===== src/rtl/btn_pkg.sv =====
// Shared types and sizing helper for the pushbutton step conditioner.
package btn_pkg;

    typedef enum logic [1:0] {
        StIdle,
        StHold,
        StRepeat,
        StLockout
    } btn_state_e;

    typedef enum logic {
        DirEast,
        DirWest
    } btn_dir_e;

    // Bits needed for a counter that must be able to hold max_count.
    function automatic int unsigned cnt_width(input int unsigned max_count);
        return (max_count < 1) ? 1 : $clog2(max_count + 1);
    endfunction

endpackage


===== src/rtl/btn_debounce.sv =====
// Two-flop synchroniser followed by a stable-run debouncer for one raw button.
module btn_debounce
    import btn_pkg::*;
#(
    parameter int unsigned DEBOUNCE_CYCLES = 1_000_000
) (
    input  logic clk,
    input  logic reset,
    input  logic raw,
    output logic clean
);

    localparam int unsigned CW = cnt_width(DEBOUNCE_CYCLES);
    localparam logic [CW-1:0] CntLast = CW'(DEBOUNCE_CYCLES - 1);

    logic          sync1_q, sync2_q;
    logic          clean_q, clean_d;
    logic [CW-1:0] cnt_q, cnt_d;

    always_ff @(posedge clk or negedge reset) begin
        if (!reset) begin
            sync1_q <= 1'b0;
            sync2_q <= 1'b0;
        end else begin
            sync1_q <= raw;
            sync2_q <= sync1_q;
        end
    end

    // Any cycle that agrees with the clean level restarts the stability run.
    always_comb begin
        cnt_d   = '0;
        clean_d = clean_q;
        if (sync2_q != clean_q) begin
            if (cnt_q == CntLast) begin
                clean_d = ~clean_q;
            end else begin
                cnt_d = cnt_q + CW'(1);
            end
        end
    end

    always_ff @(posedge clk or negedge reset) begin
        if (!reset) begin
            clean_q <= 1'b0;
            cnt_q   <= '0;
        end else begin
            clean_q <= clean_d;
            cnt_q   <= cnt_d;
        end
    end

    assign clean = clean_q;

endmodule


===== src/rtl/btn_step_conditioner.sv =====
// Turns debounced east/west buttons into arbitrated one-cycle step pulses with
// hold-to-repeat; pressing both buttons locks out stepping until both are released.
module btn_step_conditioner
    import btn_pkg::*;
#(
    parameter int unsigned DEBOUNCE_CYCLES = 1_000_000,
    parameter int unsigned REPEAT_DELAY    = 25_000_000,
    parameter int unsigned REPEAT_PERIOD   = 5_000_000
) (
    input  logic clk,
    input  logic reset,
    input  logic btn_east,
    input  logic btn_west,
    output logic step_dn,
    output logic step_up,
    output logic east_clean,
    output logic west_clean,
    output logic lockout
);

    localparam int unsigned TimerMax =
        (REPEAT_DELAY > REPEAT_PERIOD) ? REPEAT_DELAY : REPEAT_PERIOD;
    localparam int unsigned TW = cnt_width(TimerMax);
    localparam logic [TW-1:0] DelayLast  = TW'(REPEAT_DELAY - 1);
    localparam logic [TW-1:0] PeriodLast = TW'(REPEAT_PERIOD - 1);

    btn_state_e    state_q, state_d;
    btn_dir_e      dir_q, dir_d;
    logic [TW-1:0] timer_q, timer_d;
    logic          up_q, up_d, dn_q, dn_d;
    logic          pulse;
    logic          dir_level, other_level;

    btn_debounce #(
        .DEBOUNCE_CYCLES(DEBOUNCE_CYCLES)
    ) u_east (
        .clk  (clk),
        .reset(reset),
        .raw  (btn_east),
        .clean(east_clean)
    );

    btn_debounce #(
        .DEBOUNCE_CYCLES(DEBOUNCE_CYCLES)
    ) u_west (
        .clk  (clk),
        .reset(reset),
        .raw  (btn_west),
        .clean(west_clean)
    );

    assign dir_level   = (dir_q == DirEast) ? east_clean : west_clean;
    assign other_level = (dir_q == DirEast) ? west_clean : east_clean;

    always_comb begin
        state_d = state_q;
        dir_d   = dir_q;
        timer_d = timer_q;
        pulse   = 1'b0;
        unique case (state_q)
            StIdle: begin
                if (east_clean && west_clean) begin
                    state_d = StLockout;
                end else if (east_clean || west_clean) begin
                    pulse   = 1'b1;
                    dir_d   = east_clean ? DirEast : DirWest;
                    timer_d = '0;
                    state_d = StHold;
                end
            end
            StHold, StRepeat: begin
                // A cross press wins over release and over any due repeat.
                if (other_level) begin
                    state_d = StLockout;
                    timer_d = '0;
                end else if (!dir_level) begin
                    state_d = StIdle;
                    timer_d = '0;
                end else if (timer_q == ((state_q == StHold) ? DelayLast : PeriodLast)) begin
                    pulse   = 1'b1;
                    timer_d = '0;
                    state_d = StRepeat;
                end else begin
                    timer_d = timer_q + TW'(1);
                end
            end
            StLockout: begin
                if (!east_clean && !west_clean) begin
                    state_d = StIdle;
                end
            end
            default: begin
                state_d = StIdle;
                timer_d = '0;
            end
        endcase
        up_d = pulse && (dir_d == DirWest);
        dn_d = pulse && (dir_d == DirEast);
    end

    always_ff @(posedge clk or negedge reset) begin
        if (!reset) begin
            state_q <= StIdle;
            dir_q   <= DirEast;
            timer_q <= '0;
            up_q    <= 1'b0;
            dn_q    <= 1'b0;
        end else begin
            state_q <= state_d;
            dir_q   <= dir_d;
            timer_q <= timer_d;
            up_q    <= up_d;
            dn_q    <= dn_d;
        end
    end

    assign step_up = up_q;
    assign step_dn = dn_q;
    assign lockout = (state_q == StLockout);

endmodule


===== config.mk =====
export PLATFORM = sky130hd
export DESIGN_NAME = btn_step_conditioner
export DESIGN_NICKNAME = d
export VERILOG_FILES = /design/src/rtl/btn_pkg.sv /design/src/rtl/btn_debounce.sv /design/src/rtl/btn_step_conditioner.sv
export SDC_FILE = /design/constraint.sdc
export NUM_CORES = 1
export LEC_CHECK = 0
export BUFFER_PORTS_ARGS = -buffer_cell sky130_fd_sc_hd__buf_2
export CAP_MARGIN = 20
export CORE_UTILIZATION = 45
export CTS_CLUSTER_DIAMETER = 120
export CTS_CLUSTER_SIZE = 14
export DETAILED_ROUTE_END_ITERATION = 12
export SLEW_MARGIN = 20
export SYNTH_ARGS = -nofsm -noshare
export SYNTH_HDL_FRONTEND = slang
export SYNTH_SLANG_ARGS = --single-unit

===== constraint.sdc =====
create_clock -name clk -period 5.2 [get_ports clk]
set_input_delay 1.04 -clock clk [delete_from_list [all_inputs] [get_ports clk]]
set_output_delay 1.04 -clock clk [all_outputs]
set_load 0.05 [all_outputs]

## After elaboration in Yosys (flattened, before gate mapping)

Index checks and enable logic that the tools add are counted.

- Input bits: 4
- Output and inout port bits: 5
- Logic and storage cells: 76
- Register bits after elaboration: 76

- Reduce and logical (&&, ||, !) cells: 14
- Add/sub/neg operators: 3
- Mux-type cells: 30
- Equality and inequality tests: 13
- Bitwise operators: 3

Operators with widths:

| operator | number |
|---|---|
| 25-bit two-way mux | 6 |
| 20-bit two-way mux | 4 |
| 25-bit case mux with 2 select lines | 1 |
| 20-bit by 1-bit adder with 20-bit output (second input constant) | 2 |
| 20-bit equality test (second input constant) | 2 |
| 25-bit by 1-bit adder with 25-bit output (second input constant) | 1 |
| 25-bit equality test | 1 |
| 2-bit two-way mux | 6 |
| 1-bit two-way mux | 11 |
| 2-bit case mux with 3 select lines | 1 |
| 3-bit AND reduction | 2 |
| 2-bit equality test (second input constant) | 2 |
| 1-bit logical AND | 4 |
| 2-bit inequality test (second input constant) | 2 |
| 4-bit inequality test (second input constant) | 1 |
| 2-bit AND reduction | 2 |
| 3-bit inequality test (second input constant) | 1 |
| 1-bit inverter | 3 |
| 2-bit by 1-bit equality test with 1-bit output (second input constant) | 1 |
| 1-bit logical NOT | 2 |
| 2-bit logical NOT | 1 |
| 1-bit inequality test | 2 |
| 2-bit by 1-bit inequality test with 1-bit output (second input constant) | 1 |
| 1-bit case mux with 2 select lines | 1 |
| 3 further kinds | 3 |

## Depth between registers and ports, before layout

Gate-level depths: netlist of the first run.

- Word-level depth: 8
- Mapped depth: 8
- Depth with buffers taken out: 7

## Hierarchy

From an unflattened synthesis of the first run, not the netlist that was laid out.

- Cell total of the unflattened synthesis: 398
- Area, all modules: 3960.0 µm²

By module, submodules not included:

| module | area an instance (µm²) | cells each | times used | seq. area each (µm²) |
|---|---|---|---|---|
| btn_debounce | 1108.6 | 110 | 2 | 575.6 |
| btn_step_conditioner | 1742.9 | 178 | 1 | 750.7 |

## Worst setup path before layout of the first run

Ideal clock, no wire load.

- Path kind: reg2reg
- Start point: register u_east.clean_q, in the netlist u_east.clean
- End point: register timer_q[24]
- Arrival: 2.320 ns
- Stages on the path, launching flop included: 8
- Clock period less this slack: 2.439 ns
- Slack: 2.761 ns
- Library setup time: 0.119 ns
- Path buffers: 0
- Required time: 5.081 ns
- Cell sequence: dfrtp_1 inv_1 ha_1 nor3b_1 o2111ai_1 nor4_1 xnor2_1 nor2_2

- Cells in the longest elaborated chain, start to end: 4
- Elaborated cells between the ends (all ways): 10
- Those cells by class: eq/ne (2); mux (5); reduce/logical (3)

RTL lines:

| item | line | RTL |
|---|---|---|
| start, declared | btn_debounce.sv:17 | `logic clean_q, clean_d;` |
| start signal, assigned | btn_debounce.sv:48 | `clean_q <= clean_d;` |
| 1-bit two-way mux | btn_step_conditioner.sv:52 | `assign dir_level = (dir_q == DirEast) ? east_clean : west_clean;` |
| 25-bit two-way mux | btn_step_conditioner.sv:76 | `end else if (!dir_level) begin` |
| 25-bit two-way mux | btn_step_conditioner.sv:73 | `if (other_level) begin` |
| 25-bit case mux with 2 select lines | btn_step_conditioner.sv:60 | `unique case (state_q)` |
| end signal, assigned | btn_step_conditioner.sv:111 | `timer_q <= timer_d;` |
| end, declared | btn_step_conditioner.sv:29 | `logic [TW-1:0] timer_q, timer_d;` |

Parallel ways exist; a longest one is shown, timed or not.
A chain may end at the register's enable or synchronous reset.

## Final worst setup path of the first run

- Start point: register state_q[1]
- End point: register timer_q[14]

- Cells in the longest elaborated chain, start to end: 7
- Elaborated cells between the ends (all ways): 14
- Those cells by class: eq/ne (5); mux (5); reduce/logical (4)

RTL lines:

| item | line | RTL |
|---|---|---|
| start, declared | btn_step_conditioner.sv:27 | `btn_state_e state_q, state_d;` |
| start signal, assigned | btn_step_conditioner.sv:103 | `state_q <= StIdle;` |
| start signal, assigned | btn_step_conditioner.sv:109 | `state_q <= state_d;` |
| 2-bit by 1-bit equality test with 1-bit output | btn_step_conditioner.sv:60, btn_step_conditioner.sv:79 |  |
| 25-bit two-way mux | btn_step_conditioner.sv:79 | `end else if (timer_q == ((state_q == StHold) ? DelayLast : PeriodLast)) begin` |
| 25-bit equality test | btn_step_conditioner.sv:79 |  |
| 25-bit two-way mux | btn_step_conditioner.sv:79 |  |
| 25-bit two-way mux | btn_step_conditioner.sv:76 |  |
| 25-bit two-way mux | btn_step_conditioner.sv:73 |  |
| 25-bit case mux with 2 select lines | btn_step_conditioner.sv:60 |  |

Parallel ways exist; a longest one is shown, timed or not.

==> metrics.md, run 1 <==
| Metric | Value |
|---|---|
| Clock transition at the registers of the reported paths | 0.08 ns |
| Crit path time final | between 2 and 3 ns |
| P per Cell Area | 259 nW/µm² |
| Clock buffer depth | 2 |
| Sum Neg Setup Slack | 0 ns |
| Crit path kind | reg2reg |
| Min setup slack post-route | 2.53 ns |
| Worst VDD drop | between 0.0001 and 0.00015 V |
| Achievable Freq | 375 MHz |
| Yosys cell types | 46 |
| GR Overflow Total | 0 |
| Flops & latches, synth | 76 |
| Routability cong. | between 0.7 and 0.8 |
| Tot Pwr | 1090 µW |
| Wirelength per Cell | 14.3 µm |
| Cts-stage hold buffer count | 0 |
| Crit path max fanout | 17 |
| Worst setup SP type | flop |
| Nets@finish | approximately 420 |
| DIE HEIGHT | 94.8 µm |
| Initial antenna violation count | 0 |
| Layout cells sized above 1 | 10.0% |
| Seq pwr share | 55.1% |
| Cell taking the most area after synthesis | dfrtp_1 |
| Post-place setup slack | 2.51 ns |
| Headroom to the max-slew limit | between 30% and 40% |
| Remaining DRCs | 0 |
| Initial Utilization | between 40% and 50% |
| Post-DRT Antenna Nets | 0 |
| P_sw | approximately 240 µW |
| Critical path buffer and inverter count | 1 |
| Warnings from Yosys | 0 |
| Area added between synthesis and finish | 8.82% |
| Final max-slew violation count | 0 |
| Number of H-tree levels | 3 |
| Critical-path top delay cell | or4b_4 |
| Top-Level Pins | 9 |
| # rows | 33 |
| CTS tree | built |
| Vias | between 2000 and 3000 |
| Clock share of power | between 40% and 50% |
| Antenna cells | 0 |
| CP required | ~5.4 ns |
| Synth top area share | 49.1% |
| Wirelength, routed | 7350 µm |
| Slowest stage delay, CP | 0.53 ns |
| Gate power share | 2.3% |
| Post-synth EDFFs | 0 |
| Worst Max-Slew Pin Slew | 0.984 ns |
| Post_cts resized | 0 |
| Sequential fraction of the synthesis area | 49.1% |
| Clock Skews | slightly above 0.007 ns |
| Total leakage power | 0.00178 µW |
| Cell Area, Synth | ~3900 µm² |
| RSZ-0062 raised after global routing | false |
| DRT Pass-1 Iters | 4 |
| Status | completed |
| Synth cell count leaders | dfrtp_1, nor2_1, xnor2_1 |
| Switching Fraction | 22.3% |
| Syn avg cell area | between 9 and 10 µm² |
| Pin count of the biggest net entering global routing | 77 |
| Clock Root Buffer | clkbuf_8 |
| CP Data Arrival Time | about 2.9 ns |
| Vias in the first global route | 2653 |
| Synth top area cells | dfrtp_1, xnor2_1, nor2_1 |
| Syn nets | between 400 and 500 |
| DR vias/cell | ~5.4 |
| Worst-Skew Late Latency | 0.35 ns |
| First-pass GRT wire length | around 13000 µm |
| Ys flop type | dfrtp_1 |
| Max cap viols | 0 |
| DP HPWL | 4720 µm |
| HP Class | reg2reg |
| Total Routing Usage GR | a little under a fifth |
| Synth async-reset ratio | 100% |
| Largest delay share family, worst path | simple AND/OR/NAND/NOR gates |
| Die area | roughly 9000 µm² |
| Crit end category | flop |
| TritonCTS Buffers | 9 |
| 1st-iter DRT viols | 119 |
| Count of final setup violators | 0 |
| Post-synthesis cell count | 389 |
| Die Wd | 94.8 µm |
| Core area | 8260 µm² |
| Clock sinks | 76 |
| # port buffers | 8 |
| Final hold vios | 0 |
| Fin crit share | 51.3% |
| Post-CTS setup buffer count | 0 |
| Top-count cell post-synth | dfrtp_1 |
| Layout Utilization | between 50 and 60% |
| CP Cell Sequence | inv_1, ha_1, or4_1, or4b_4, a211o_1, a21oi_4, nor2_1 |
| Internal power | around 850 µW |
[worst register-to-register path, delay by kind of cell, from the launching register on]
kind	cells	cell delay, ns
adders and majority gates	1	0.19
AOI/OAI and AO/OA	2	0.86
DFF	1	0.35
buffers and inverters	1	0.07
and+or+nand+nor	3	1.05
[power by group through the flow]
stage	Clock, µW	Sequential, µW	Combinational [µW]
global route	509	602	31.1
global placement	0	613	26.8
detailed placement	0	612	26.9
CTS	479	601	27.1
floorplan	0	611	11.5
finish	465	601	25.5
[per-stage QoR]
step / cells / cell area (µm²) / hold slack (ns)
2_1_floorplan: 389 / 3870 / 0.331
3_3_place_gp: 497 / 4010 / 0.335
3_5_place_dp: 497 / 4010 / 0.335
4_1_cts: 513 / 4220 / 0.352
5_1_grt: 513 / 4220 / 0.359
6_report: 513 / 4220 / 0.351
[layout by cell type (no fill, tap or decap), drive strengths merged, types with 5 or more instances in the layout]
cell type | synthesis | routed
and3 | 12 | 12
and4 | 7 | 7
buf | 1 | 8
clkbuf | 4 | 12
dfrtp | 76 | 76
ha | 9 | 9
inv | 16 | 16
nand2 | 23 | 23
nand3 | 25 | 25
nand4 | 10 | 10
nor2 | 68 | 68
nor3 | 13 | 13
nor3b | 5 | 5
nor4 | 11 | 11
o21ai | 11 | 11
xnor2 | 36 | 36
xor2 | 19 | 19
[final timing paths]
| check | from | depth (start not counted) | slack, ns | end |
|---|---|---|---|---|
| max in group asynchronous | reset | 1 | 3.76 | u_west.cnt_q[9] |
| setup reg to reg | state_q[1] | 7 | 2.53 | timer_q[14] |
| hold reg to reg | u_west.sync1_q | 0 | 0.35 | u_west.sync2_q |
| setup / recovery | state_q[1] | 7 | 2.53 | timer_q[14] |
| min in group asynchronous | reset | 1 | 0.82 | u_east.cnt_q[16] |
| hold / removal | u_west.sync1_q | 0 | 0.35 | u_west.sync2_q |
[cell families after synthesis]
| logic type | after synthesis | synth area share, % |
|---|---|---|
| adder cells (fa/ha/maj) | 9 | 2.91 |
| buffers and inverters | 21 | 2.45 |
| XOR/XNOR | 55 | 12.4 |
| AO/OA/AOI/OAI | 25 | 4.65 |
| flip-flops | 76 | 49.1 |
| AND/OR/NAND/NOR | 198 | 27.1 |
| multiplexers | 5 | 1.32 |
[cell type report]
| class | count | area, µm² |
|---|---|---|
| Clock buffer | 12 | 155 |
| Clock inverter | 4 | 47.5 |
| Fill cell | 785 | 4040 |
| Inverter | 16 | 60.1 |
| Multi-Input combinational cell | 292 | 1880 |
| Sequential cell | 76 | 1900 |
| Tap cell | 105 | 131 |
| Timing Repair Buffer | 8 | 42.5 |
[state kept, by name, summed over array words and instances, names as in the netlist]
register / flops
dir_q: 1
u_west.clean: 1
timer_q: 25
u_west.cnt_q: 20
u_east.sync1_q: 1
step_dn: 1
u_west.sync2_q: 1
u_east.sync2_q: 1
state_q: 2
u_west.sync1_q: 1
u_east.clean: 1
u_east.cnt_q: 20
step_up: 1
[layer usage]
layer / GRT usage [%] / vias up / wire length [µm]
li1: - / 1373 / -
met1: 26.9 / 1318 / 3750
met2: 27.4 / 53 / 3180
met3: 5.31 / 8 / 327
met4: 6.44 / 0 / 95
met5: 0 / - / 0
No activity file was read; power rests on OpenSTA's default activity.
==> run 2: changes to the inputs <==
- clock period: 5.2 -> 2.5 ns (I/O delays scaled with it)
==> metrics.md, run 2 (synthesized netlist as in run 1, its figures left out) <==
| Metric | Value |
|---|---|
| Regs by FF count | timer_q x25, u_east.cnt_q x20, u_west.cnt_q x20 |
| Status | completed |
| Register with the most flip-flops | timer_q |
| Count of final setup violators | 0 (unchanged) |
| Remaining DRCs | 0 (unchanged) |
| Post_cts resized | 0 (unchanged) |
| Die area | 8980 µm² (unchanged) |
| Layout cells sized above 1 | 12.4% (+2.4 points) |
| DRT Pass-1 Iters | 4 (unchanged) |
| Slowest stage delay, CP | 0.54 ns (about the same) |
| P per Cell Area | 528 nW/µm² (+100%) |
| RR Startpoint | state_q[0] |
| Nets@finish | 426 (+2.4%) |
| Worst-Skew Late Latency | 0.35 ns (about the same) |
| Antenna cells | 0 (unchanged) |
| Routability cong. | 0.809 (+3.9%) |
| Post-place setup slack | 0.0677 ns (-2.44 ns) |
| Clock Root Buffer | clkbuf_8 |
| Crit path kind | reg2reg |
| Crit path time final | 2.42 ns (-0.245 ns) |
| Initial Utilization | 46.9% (unchanged) |
| Clock Skews | 0.0126 ns (+0.00536 ns) |
| Most frequent cells in the layout | dfrtp_1, nor2_1, xnor2_1 |
| HP Class | in2async |
| Critical path depth | 7 (unchanged) |
| CP required | 2.73 ns (-2.69 ns) |
| First-pass GRT wire length | 12600 µm (-3.5%) |
| CP Cell Sequence | ha_1, or4_1, or4b_4, a211o_1, a21oi_4, buf_12, nor2_1 |
| Crit path max fanout | 17 (unchanged) |
| Post-CTS setup buffer count | 0 (unchanged) |
| Vias | 2787 (+1.3%) |
| Clock buffer depth | 2 (unchanged) |
| Core area | 8260 µm² (unchanged) |
| DP HPWL | 4980 µm (+5.6%) |
| Critical-path top delay cell | or4b_4 |
| # port buffers | 8 (unchanged) |
| Fin crit share | 96.9% (+46 points) |
| Crit end category | flop |
| Min setup slack post-route | 0.0763 ns (-2.46 ns) |
| Final Non-Filler Cells | 523 (+1.9%) |
| Vias in the first global route | 2693 (+1.5%) |
| Final hold vios | 0 (unchanged) |
| Clock sinks | 76 (unchanged) |
| Largest register FFs | 25 (unchanged) |
| Commonest non-fill, non-tap cell in the layout | dfrtp_1 |
| RSZ-0062 raised after global routing | true |
| Critical path buffer and inverter count | 1 (unchanged) |
| GR Overflow Total | 0 (unchanged) |
| Worst-case register-to-register setup slack | 0.08 ns (-2.46 ns) |
| CP Data Arrival Time | 2.66 ns (-0.23 ns) |
| Worst VDD drop | 0.000268 V (+110%) |
| # rows | 33 (unchanged) |
| DIE HEIGHT | 94.8 µm (unchanged) |
| Worst setup SP type | flop |
| Total Routing Usage GR | 18.2% (-0.69 points) |
| Wirelength, routed | 7270 µm (-1.1%) |
| Wirelength per Cell | 13.9 µm (-3.0%) |
| Headroom to the max-slew limit | 50.8% (+17 points) |
| CP Capture Point | timer_q[9] |
| Die Wd | 94.8 µm (unchanged) |
| Max cap viols | 0 (unchanged) |
| Reg2reg end | timer_q[9] |
| Tot Pwr | 2280 µW (+110%) |
| Worst Max-Slew Pin Slew | 0.734 ns (-0.250 ns) |
| Top-Level Pins | 9 (unchanged) |
| CTS tree | built |
| Final max-slew violation count | 0 (unchanged) |
| Pin count of the biggest net entering global routing | 40 (-48%) |
| Number of H-tree levels | 3 (unchanged) |
| Cts-stage hold buffer count | 0 (unchanged) |
| 1st-iter DRT viols | 99 (-17%) |
| TritonCTS Buffers | 9 (unchanged) |
| Clock transition at the registers of the reported paths | 0.09 ns (about the same) |
| Filler cells | 766 (-2.4%) |
| FF-to-FF path depth | 7 (unchanged) |
| DR vias/cell | 5.33 (-0.66%) |
| Area added between synthesis and finish | 11.5% |
| Post-DRT Antenna Nets | 0 (unchanged) |
| Cells after DPL | 507 (+2.0%) |
| Largest delay share family, worst path | simple AND/OR/NAND/NOR gates |
| CP startpoint | state_q[0] |
| Achievable Freq | 413 MHz (+10%) |
| Sum Neg Setup Slack | 0 ns (unchanged) |
| Total leakage power | 0.00183 µW (+2.9%) |
| Initial antenna violation count | 0 (unchanged) |
[run 2: cell types whose count changed in the layout (fill, tap and decap cells not counted), sizes merged]
cell	previous run	this run
buf	8	18
clkbuf	12	10
clkinv	2	0
clkinvlp	1	3
inv	16	18
[run 2: worst register-to-register path: stages, from the launching register on]
cell,delay [ns]
dfrtp_1,0.41
ha_1,0.22
or4_1,0.40
or4b_4,0.54
a211o_1,0.34
a21oi_4,0.19
buf_12,0.18
nor2_1,0.06
[run 2: how the worst min path moves through the flow]
stage | start | endpoint | slack, ns
finish | reset | u_east.cnt_q[16] | 0.11
global route | reset | u_east.cnt_q[6] | 0.13
CTS | reset | u_east.cnt_q[6] | 0.11
detailed placement | u_east.sync1_q | u_east.sync2_q | 0.36
global placement | u_east.sync1_q | u_east.sync2_q | 0.34
floorplan | reset | dir_q | 0.20
[run 2: final cells by class]
cell class              count  area [µm²]  area share (%)
flip-flops and latches     76        1900            44.0
repair buffers             18         143            3.30
inverters                  16        60.1            1.39
well taps                 105         131            3.04
multi-input cells         292        1880            43.4
clock inverters             6        70.1            1.62
clock buffers              10         138            3.19
[run 2: metrics by stage]
stage,util [%],hold WS [ns],cell area [µm²]
floorplan,-,0.204,3870
global placement,49.8,0.344,4110
detailed placement,49.8,0.358,4110
CTS,52.3,0.113,4320
global route,52.3,0.135,4320
finish,52.3,0.109,4320
[run 2: power breakdown]
part / internal (µW) / switching, µW / total, µW
combinational: 15.2 / 41.4 / 56.6
clock: 495 / 478 / 973
sequential: 1240 / 10.4 / 1250
total: 1750 / 530 / 2280
[run 2: routing by layer]
metal / share of wire (%) / GRT usage (%) / vias to the layer above
met3: 2.1 / 3.38 / 11
met5: 0 / 0 / -
li1: - / - / 1402
met2: 45 / 27.4 / 24
met1: 52 / 25.7 / 1350
met4: 1.6 / 7.32 / 0
==> run 3: changes to the inputs <==
- SYNTH_HIERARCHICAL: default -> 1
==> metrics.md, run 3 <==
| Metric | Value |
|---|---|
| Ys flop type | dfrtp_1 |
| Synth top area cells | dfrtp_1, xnor2_1, nor2_1 |
| Worst hold slack | 0.0863 ns (-0.0229 ns) |
| Synth async-reset ratio | 100% (unchanged) |
| Worst-Skew Late Latency | 0.35 ns (about the same) |
| Status | completed |
| Simple-Gate Fraction of Synth Area | 26.4% (-0.72 points) |
| Post-synthesis cell count | 398 (+2.3%) |
| Final Cell Area | 4330 µm² (+0.29%) |
| TritonCTS Buffers | 9 (unchanged) |
| Met2 Use GR | 30.4% (+3.0 points) |
| Cell taking the most area after synthesis | dfrtp_1 |
| Crit end category | flop |
| Wirelength per Cell | 14.0 µm (+0.84%) |
| Syn avg cell area | 9.95 µm² (about the same) |
| Total leakage power | 0.00184 µW (+0.49%) |
| Warnings from Yosys | 6 (+6) |
| XOR/XNOR share of the synthesized area | 10.6% (-1.8 points) |
| CP Cell Sequence | inv_1, ha_1, or3b_4, a211oi_4, nand4_2, or3_1, a21oi_1 |
| Cell Area, Synth | 3960 µm² (+2.2%) |
| Wirelength, routed | 7370 µm (+1.4%) |
| DRT Pass-1 Iters | 4 (unchanged) |
| Placed cell area | 4160 µm² (+1.1%) |
| First-pass GRT wire length | 13100 µm (+3.7%) |
| Worst setup SP type | flop |
| Final hold vios | 0 (unchanged) |
| Crit path kind | reg2reg |
| Fin crit share | 88.2% (-8.8 points) |
| Post-DRT Antenna Nets | 0 (unchanged) |
| Die area | 9180 µm² (+2.2%) |
| Worst VDD drop | 0.000289 V (+7.9%) |
| Die Wd | 95.8 µm (+1.1%) |
| Largest family of logic cells by synthesized area | simple AND/OR/NAND/NOR gates |
| Register with the most flip-flops | timer_q |
| Slowest stage delay, CP | 0.46 ns (-0.08 ns) |
| Nets@finish | 431 (+1.2%) |
| Synth cell count leaders | dfrtp_1, nor2_1, xnor2_1 |
| # rows | 33 (unchanged) |
| Regs by FF count | timer_q x25, u_east/cnt_q x20, u_west/cnt_q x20 |
| # port buffers | 8 (unchanged) |
| Top-count cell post-synth | dfrtp_1 |
| Met3 GRT Util | 2.84% (-0.54 points) |
| Post-synth EDFFs | 0 (unchanged) |
| Final max-slew violation count | 0 (unchanged) |
| HP Class | in2async |
| RSZ-0062 raised after global routing | false |
| Count of final setup violators | 0 (unchanged) |
| Synth Area in Adders | 3.16% (+0.25 points) |
| Clock sinks | 76 (unchanged) |
| CP Data Arrival Time | 2.47 ns (-0.19 ns) |
| CTS tree | built |
| Headroom to the max-slew limit | 60.5% (+9.8 points) |
| Critical-path top delay cell | dfrtp_1 |
| Most frequent cells in the layout | dfrtp_1, nor2_1, xnor2_1 |
| 1st-iter DRT viols | 60 (-39%) |
| CP required | 2.77 ns (+0.04 ns) |
| Syn nets | 412 (+2.5%) |
| Max cap viols | 0 (unchanged) |
| Initial antenna violation count | 0 (unchanged) |
| Flops & latches, synth | 76 (unchanged) |
| Pin count of the biggest net entering global routing | 43 (+7.5%) |
| Commonest non-fill, non-tap cell in the layout | dfrtp_1 |
| Worst Max-Slew Pin Slew | 0.588 ns (-0.145 ns) |
| Clock Skews | 0.00677 ns (-0.00580 ns) |
| Crit path max fanout | 8 (-9) |
| Sequential fraction of the synthesis area | 48.0% (-1.1 points) |
| Vias in the first global route | 2831 (+5.1%) |
| Mux share of post-synthesis cell area | 1.61% (+0.29 points) |
| Layout cells sized above 1 | 11.4% (-1.0 points) |
| Area added between synthesis and finish | 9.42% |
| P per Cell Area | 505 nW/µm² (-4.3%) |
| Core area | 8380 µm² (+1.5%) |
| Post_cts resized | 0 (unchanged) |
| Achievable Freq | 454 MHz (+10%) |
| Compound-gate portion of the synthesized area | 6.98% (+2.3 points) |
| Number of H-tree levels | 3 (unchanged) |
| Synth top area share | 48.0% (-1.1 points) |
| Vias | 2847 (+2.2%) |
| Antenna cells | 0 (unchanged) |
| Largest register FFs | 25 (unchanged) |
| Routability cong. | 0.832 (+2.9%) |
| Layout Utilization | 51.7% (-0.62 points) |
| DIE HEIGHT | 95.8 µm (+1.1%) |
| Clock Root Buffer | clkbuf_8 |
| Crit path time final | 2.20 ns (-0.220 ns) |
| Post-CTS setup buffer count | 0 (unchanged) |
| GR Layer Usage met1 | 23.9% (-1.8 points) |
| Top-Level Pins | 9 (unchanged) |
| Busiest grt layer | met2 |
| DR vias/cell | 5.41 (+1.6%) |
| Clock buffer depth | 2 (unchanged) |
| Remaining DRCs | 0 (unchanged) |
| Clock transition at the registers of the reported paths | 0.08 ns (about the same) |
| Sum Neg Setup Slack | 0 ns (unchanged) |
| Filler cells | 791 (+3.3%) |
| Cts-stage hold buffer count | 0 (unchanged) |
| Total Routing Usage GR | 18.6% (+0.39 points) |
| GR Overflow Total | 0 (unchanged) |
| Initial Utilization | 47.2% (+0.34 points) |
| Yosys cell types | 50 (+8.7%) |
| DP HPWL | 5090 µm (+2.0%) |
## run 3: worst max-delay path: cells and delay by family, from the launching register on
| family | cells | cell delay [ns] |
|---|---|---|
| AND/OR/NAND/NOR | 3 | 0.92 |
| flip-flops | 1 | 0.46 |
| AO/OA/AOI/OAI | 2 | 0.43 |
| adder cells (fa/ha/maj) | 1 | 0.21 |
| buffers and inverters | 1 | 0.10 |
## run 3: logic make-up (layout without fill, tap and decap cells)
logic type	Yosys count	after routing
multiplexers	6	6
AND/OR/NAND/NOR	195	195
flip-flops	76	76
adder cells (fa/ha/maj)	10	10
buffers and inverters	28	51
AO/OA/AOI/OAI	35	35
XOR/XNOR	48	48
## run 3: power by group
part	switching [µW]	leakage [µW]	internal (µW)
registers	9.37	0.00105	1240
logic	41.8	0.000708	16.8
clock network	422	0.0000837	458
total	473	0.00184	1710
## run 3: per-layer routing
metal	vias to the layer above	share of wire, %
met1	1367	48
met2	26	48
li1	1440	-
met4	0	2.3
met5	-	0
met3	14	1.7
## run 3: path summary, 6_finish.rpt
| check | startpoint | endpoint | slack, ns | depth (start not counted) |
|---|---|---|---|---|
| worst max-delay path | u_west/clean | timer_q[23] | 0.30 | 7 |
| worst min-delay path | reset | timer_q[0] | 0.09 | 1 |
| worst max register to register | u_west/clean | timer_q[23] | 0.30 | 7 |
| worst min register to register | u_east/sync1_q | u_east/sync2_q | 0.38 | 0 |
| max in group asynchronous | reset | u_west/cnt_q[18] | 1.84 | 2 |
| min in group clk | btn_west | u_west/sync1_q | 0.25 | 1 |
## run 3: metrics by stage
stage,std cells,total power [µW],setup WS [ns]
after floorplan,398,1300,0.0191
after global placement,511,1330,0.369
after detailed placement,511,1340,0.300
after CTS,526,2230,0.269
after global routing,526,2280,0.102
final,526,2190,0.296
## run 3: area by class of cell
cell class / instances / area (µm²) / share of cell area [%]
flip-flops and latches: 76 / 1900 / 43.9
clock inverters: 2 / 37.5 / 0.866
well taps: 105 / 131 / 3.03
repair buffers: 16 / 115 / 2.66
multi-input cells: 294 / 1930 / 44.6
clock buffers: 13 / 139 / 3.21
inverters: 20 / 75.1 / 1.73
